[config.mk]
export PLATFORM = sky130hd
export DESIGN_NAME = alu_nibble_sequencer
export DESIGN_NICKNAME = d
export VERILOG_FILES = /design/src/rtl/alu_nibble_sequencer.sv
export SDC_FILE = /design/constraint.sdc
export NUM_CORES = 1
export LEC_CHECK = 0
export CAP_MARGIN = 30
export CORE_ASPECT_RATIO = 1.75
export CORE_MARGIN = 4
export CORE_UTILIZATION = 44
export CTS_BUF_LIST = sky130_fd_sc_hd__clkbuf_2
export DETAILED_ROUTE_END_ITERATION = 8
export GPL_TIMING_DRIVEN = 0
export PLACE_DENSITY = 0.84
export SLEW_MARGIN = 20
export SYNTH_ARGS = -nofsm -noshare
export SYNTH_HDL_FRONTEND = slang
export SYNTH_SLANG_ARGS = --single-unit
[constraint.sdc]
create_clock -name clk -period 2 [get_ports clk]
set_input_delay 0.3 -clock clk [delete_from_list [all_inputs] [get_ports clk]]
set_output_delay 0.3 -clock clk [all_outputs]
set_load 0.05 [all_outputs]
[src/rtl/alu_nibble_sequencer.sv]
// Drives one external 4-bit ALU slice nibble-by-nibble (LSB first) to execute a
// WIDTH-bit operation, chaining the slice carry and assembling F, Cn4 and A=B.
module alu_nibble_sequencer #(
  parameter int NIBBLES = 4
) (
  input  logic                 clk,
  input  logic                 rst_n,
  input  logic                 req_valid,
  output logic                 req_ready,
  input  logic [4*NIBBLES-1:0] req_a,
  input  logic [4*NIBBLES-1:0] req_b,
  input  logic [3:0]           req_s,
  input  logic                 req_m,
  input  logic                 req_cn,
  output logic                 resp_valid,
  input  logic                 resp_ready,
  output logic [4*NIBBLES-1:0] resp_f,
  output logic                 resp_cn4,
  output logic                 resp_aeqb,
  output logic [3:0]           alu_a,
  output logic [3:0]           alu_b,
  output logic [3:0]           alu_s,
  output logic                 alu_m,
  output logic                 alu_cn,
  input  logic [3:0]           alu_f,
  input  logic                 alu_cn4
);

  localparam int WIDTH = 4 * NIBBLES;
  localparam int IDX_W = (NIBBLES > 1) ? $clog2(NIBBLES) : 1;
  localparam logic [IDX_W-1:0] LAST_IDX = IDX_W'(NIBBLES - 1);

  typedef enum logic [1:0] {
    IDLE,
    RUN,
    DONE
  } state_e;

  state_e           state_q, state_d;
  logic [IDX_W-1:0] idx_q, idx_d;
  logic [WIDTH-1:0] a_q, a_d;
  logic [WIDTH-1:0] b_q, b_d;
  logic [3:0]       s_q, s_d;
  logic             m_q, m_d;
  logic             carry_q, carry_d;
  logic [WIDTH-1:0] result_q, result_d;
  logic             aeqb_q, aeqb_d;

  always_ff @(posedge clk or negedge rst_n) begin
    if (!rst_n) begin
      state_q  <= IDLE;
      idx_q    <= '0;
      a_q      <= '0;
      b_q      <= '0;
      s_q      <= '0;
      m_q      <= 1'b0;
      carry_q  <= 1'b0;
      result_q <= '0;
      aeqb_q   <= 1'b0;
    end else begin
      state_q  <= state_d;
      idx_q    <= idx_d;
      a_q      <= a_d;
      b_q      <= b_d;
      s_q      <= s_d;
      m_q      <= m_d;
      carry_q  <= carry_d;
      result_q <= result_d;
      aeqb_q   <= aeqb_d;
    end
  end

  // The carry register holds the slice-polarity carry; it is never inverted.
  always_comb begin
    state_d  = state_q;
    idx_d    = idx_q;
    a_d      = a_q;
    b_d      = b_q;
    s_d      = s_q;
    m_d      = m_q;
    carry_d  = carry_q;
    result_d = result_q;
    aeqb_d   = aeqb_q;
    unique case (state_q)
      IDLE: begin
        if (req_valid) begin
          a_d     = req_a;
          b_d     = req_b;
          s_d     = req_s;
          m_d     = req_m;
          carry_d = req_cn;
          idx_d   = '0;
          aeqb_d  = 1'b1;
          state_d = RUN;
        end
      end
      RUN: begin
        result_d[{idx_q, 2'b00} +: 4] = alu_f;
        carry_d = alu_cn4;
        aeqb_d  = aeqb_q & (alu_f == 4'hF);
        if (idx_q == LAST_IDX) begin
          state_d = DONE;
        end else begin
          idx_d = idx_q + 1'b1;
        end
      end
      DONE: begin
        if (resp_ready) begin
          state_d = IDLE;
        end
      end
      default: state_d = IDLE;
    endcase
  end

  // Slice and response outputs come from registers only, idle values otherwise.
  always_comb begin
    req_ready  = (state_q == IDLE);
    resp_valid = (state_q == DONE);
    resp_f     = (state_q == DONE) ? result_q : '0;
    resp_cn4   = (state_q == DONE) ? carry_q : 1'b0;
    resp_aeqb  = (state_q == DONE) ? aeqb_q : 1'b0;
    alu_a      = 4'h0;
    alu_b      = 4'h0;
    alu_s      = 4'h0;
    alu_m      = 1'b1;
    alu_cn     = 1'b1;
    if (state_q == RUN) begin
      alu_a  = a_q[{idx_q, 2'b00} +: 4];
      alu_b  = b_q[{idx_q, 2'b00} +: 4];
      alu_s  = s_q;
      alu_m  = m_q;
      alu_cn = carry_q;
    end
  end

endmodule

== Yosys cells after proc, flatten, opt, wreduce, memory -nomap -nowiden ==
Cells that the tools add are included.
Word-level totals
  register bits: 59
  word-level logic and storage cells: 50
Operators by class
  $add $sub $neg: 2
  equality and inequality tests: 8
  shifts and indexed selects: 4
  mux-type cells: 20
  bitwise logic cells: 1
  reductions and logical operators: 6
Operator list (count)
  indexed part select 16 x 5 -> 4 bit: 2
  bitwise mux 16 bit: 1
  2-to-1 mux 16 bit: 1
  variable shift 4 x 6 -> 16 bit, first input constant: 1
  indexed part select 4 x 6 -> 16 bit: 1
  2-to-1 mux 4 bit: 3
  2-to-1 mux 2 bit: 5
  2-to-1 mux 1 bit: 6
  != test 2 bit, second input constant: 3
  negator 4 -> 6 bit: 1
  case mux 2 bit (3 select lines): 1
  AND reduction 3 bit: 2
  == test 2 bit, second input constant: 2
  == test 4 bit, second input constant: 1
  case mux 1 bit (2 select lines): 2
  case mux 2 bit (2 select lines): 1
  AND reduction 2 bit: 2
  adder 2 x 1 -> 2 bit, second input constant: 1
  == test 2 x 1 -> 1 bit, second input constant: 1
  zero test 2 bit: 1
  != test 2 x 1 -> 1 bit, second input constant: 1
  nonzero test 2 bit: 1
  AND 1 bit: 1

== Depth between registers and ports, before layout ==
  word-level depth: 3
  gate-level depth with buffers: 7
  mapped depth without buffers: 5

== Worst setup path after synthesis ==
No wires, ideal clock.
  path type: register to register
  from: register idx_q[1]
  to: register result_q[12]
  arrival: 1.990 ns
  data required time: 1.916 ns
  setup slack: -0.074 ns
  cell stages (with the launch flop): 8
  period minus slack after synthesis: 2.074 ns
  cells stage by stage: dfrtp_1 buf_2 buf_2 inv_1 ha_1 nor4b_1 nand2_1 o21ai_0
Between the ends
  longest elaborated chain between the ends: 3
RTL lines
  start: declaration: RTL line 40  | logic [IDX_W-1:0] idx_q, idx_d;
  start signal: assignment: RTL line 62  | idx_q <= idx_d;
  negator 4 -> 6 bit (*): RTL line 98  | result_d[{idx_q, 2'b00} +: 4] = alu_f;
  indexed part select 4 x 6 -> 16 bit / variable shift 4 x 6 -> 16 bit (equally long branches): RTL line 98
  bitwise mux 16 bit (*): RTL line 98
  end signal: assignment: RTL line 68  | result_q <= result_d;
  end: declaration: RTL line 46  | logic [WIDTH-1:0] result_q, result_d;
Mark *: on every way between the ends. The rest lies on a longest branch, timed or not.
A chain may end at the register's enable or synchronous reset.

== Worst setup path after layout ==
  from: register state_q[1]
  to: output alu_b[1]
Between the ends
  longest elaborated chain between the ends: 2
RTL lines
  start: declaration: RTL line 39  | state_e state_q, state_d;
  start signal: assignment: RTL line 61  | state_q <= state_d;
  == test 2 x 1 -> 1 bit: RTL line 128  | if (state_q == RUN) begin
  2-to-1 mux 4 bit: RTL line 128
  end: declaration: RTL line 21  | output logic [3:0] alu_b,
Every way passes these cells.

==> flow_summary.toml <==
[outcome]
status = "finished, violations left"
violations = "setup timing"

[timing]
period_share = 1.04
finalSetupViolCount = 27
final-hold-violation-count = 0
slew_headroom = 0.519
final.setup.tns_ns = -0.909
worst_pin_slew_ns = 0.722
rsz0062_at_grt = "yes"
max_freq_mhz = 481
fin_ws_ns = -0.0784
finalClockSkew_ns = 0.0221
min_period_ns = 2.08
drv_slew = 0

[drt]
drtAntennaViolNets = 0
drc = 0
vias = 2204
first_pass_iters = 4
drt_iter0_markers = 163
wirelength_um = 7050
vias_per_cell = 5.36
wl_per_cell_um = 17.2

[floorplanning]
start_util = 0.451
coreArea_um2 = 6230
pin_count = 81
dieHeight_um = 114
die_area_um2 = 7780
dieWidth_um = 68.4
row_count = 38

[worst_setup_path]
slowest_delay_ns = 0.45
worstPathArrival_ns = 1.78
cp_slowest_cell = "dfrtp_1"
worstPathCellList = "nor2b_4 -> buf_8 -> nand2_8 -> o22ai_4 -> buf_6"
critPathKind = "reg -> out"
cp-end-kind = "output port"
crit_buf_inv = 2
startpoint_type = "register"
crit_family = "flip-flops"
cp.required_ns = 1.70
critPathMaxFanout = 8

[placed_design]
gp_congestion = 0.815
placed_area_um2 = 3740
placed_cells = 381
dpl.hpwl_um = 4730
io_buffer_count = 80

[layout]
syn_to_final_growth_pct = 54.3
antenna_cells = 0
fin_cells = 411
final_nets = 382
final_common_cell = "dfrtp_1"
final_cell_area_um2 = 4340
fin_util = 0.696
mostFrequentLayoutCells = "59 x dfrtp_1, 45 x clkdlybuf4s50_1, 34 x buf_6, 34 x mux2_2, 18 x buf_4"
drive_above_1_share = 0.441

[cts]
cts.sinks = 59
cts_made_buffers = 9
clk_pin_slew_ns = 0.15
cts_max_level = 3
clk_latency_ns = 0.49
cts_tree = "yes"
cts_root_buf = "clkbuf_2"
clk_path_buf_depth = 2

[worst_hold_path]
hp-class = "in -> reg"

[global_routing]
overflow = 0
grt_first_pass_wirelength_um = 10900
grt_max_degree = 60
antenna_found_initial = 0
first_global_vias = 2248
grt_usage = 0.195

[yosys]
syn-cell-area_um2 = 2810
syn_nets = 273
ys.flop_type = "dfrtp_1"
synth.distinct_cells = 33
ys_ff_latch = 59
ys_async_sr_fraction = 1.00
yosys_warnings = 0
synth-edff-count = 0
syn_inst = 221
ys_seq_area_frac = 0.525
postSynthAreaPerCell_um2 = 12.7

[run]
cap_violations = 0

[pwr]
power.leakage_nw = 1.86
ir_worst_vdd_mv = 1.12
p_per_area_nw_per_um2 = 1660
==> layout make-up <==
type                            instances  area, µm²
Multi-Input combinational cell        147       1530
Tap cell                               80        100
Timing Repair Buffer                   98       1020
Inverter                                3       13.8
Clock buffer                           10       50.0
Sequential cell                        59       1480
Fill cell                             439       1890
Buffer                                 12        146
Clock inverter                          2       7.51
==> what timing repair did <==
item / 4_1_cts / 5_1_grt
hold endpoints to repair: 59 / 0
setup endpoints to repair: 51 / 48
hold buffers: 1 / 0
buffers inserted: 8 / 8
resized for setup: 274 / 40
cloned: 2 / 0
pin swaps: 8 / 5
==> flip-flops by register name, summed over array words and instances (netlist names) <==
name,count
carry_q,1
result_q,16
state_q,2
idx_q,2
s_q,4
aeqb_q,1
m_q,1
b_q,16
a_q,16
==> cells by family after synthesis <==
logic type               share of synthesized area
multiplexers                                 0.205
AO/OA/AOI/OAI                               0.0855
AND/OR/NAND/NOR                              0.124
buffers and inverters                       0.0374
adder cells (fa/ha/maj)                     0.0223
flip-flops                                   0.525
==> synthesized netlist by cell type, types with 3 or more instances <==
cell type / number / area (µm²)
mux2_2: 34 / 383
o22ai_1: 8 / 50.1
mux2i_1: 16 / 160
nand2b_1: 3 / 18.8
and2_1: 22 / 138
ha_1: 5 / 62.6
dfrtp_1: 59 / 1480
a22o_1: 13 / 114
mux2_1: 3 / 33.8
buf_2: 3 / 15.0
nand2_1: 16 / 60.1
o21ai_0: 6 / 30.0
buf_6: 5 / 56.3
inv_1: 3 / 11.3
==> stage by stage <==
stage                     power (mW)  worst slack [ns]  hold slack (ns)
after global routing            7.61            -0.172            0.376
after CTS                       6.83            -0.103            0.362
final                           7.21           -0.0784            0.404
after detailed placement        5.40            -0.538            0.405
after floorplan                 4.43           -0.0530          0.00441
after global placement          5.31             -1.13            0.458
==> layer usage <==
metal  wire (µm)  GRT usage  part of all wire  up-vias
met5           0          0                 0        -
met4         303     0.0956             0.043        0
met3         353     0.0562             0.050       24
met2        3920      0.349              0.56       82
met1        2480      0.197              0.35     1091
li1            -          -                 -     1007
==> worst paths after layout <==
path	from	endpoint	slack, ns	cells past startpoint
max in group asynchronous	rst_n	a_q[6]	1.12	2
min reg2reg	aeqb_q	aeqb_q	0.49	1
max	state_q[1]	alu_b[1]	-0.08	5
max reg2reg	idx_q[1]	result_q[6]	-0.02	7
min	req_a[9]	a_q[9]	0.40	2
min in group asynchronous	rst_n	result_q[0]	0.41	2
==> power by group <==
group / switching (mW) / internal [mW] / total (mW) / leakage [nW]
Combinational: 2.37 / 2.21 / 4.58 / 1.09
Sequential: 0.372 / 1.73 / 2.11 / 0.728
Clock: 0.392 / 0.135 / 0.526 / 0.0447
Total: 3.13 / 4.08 / 7.21 / 1.86
Power figures use the tool's default switching activity.
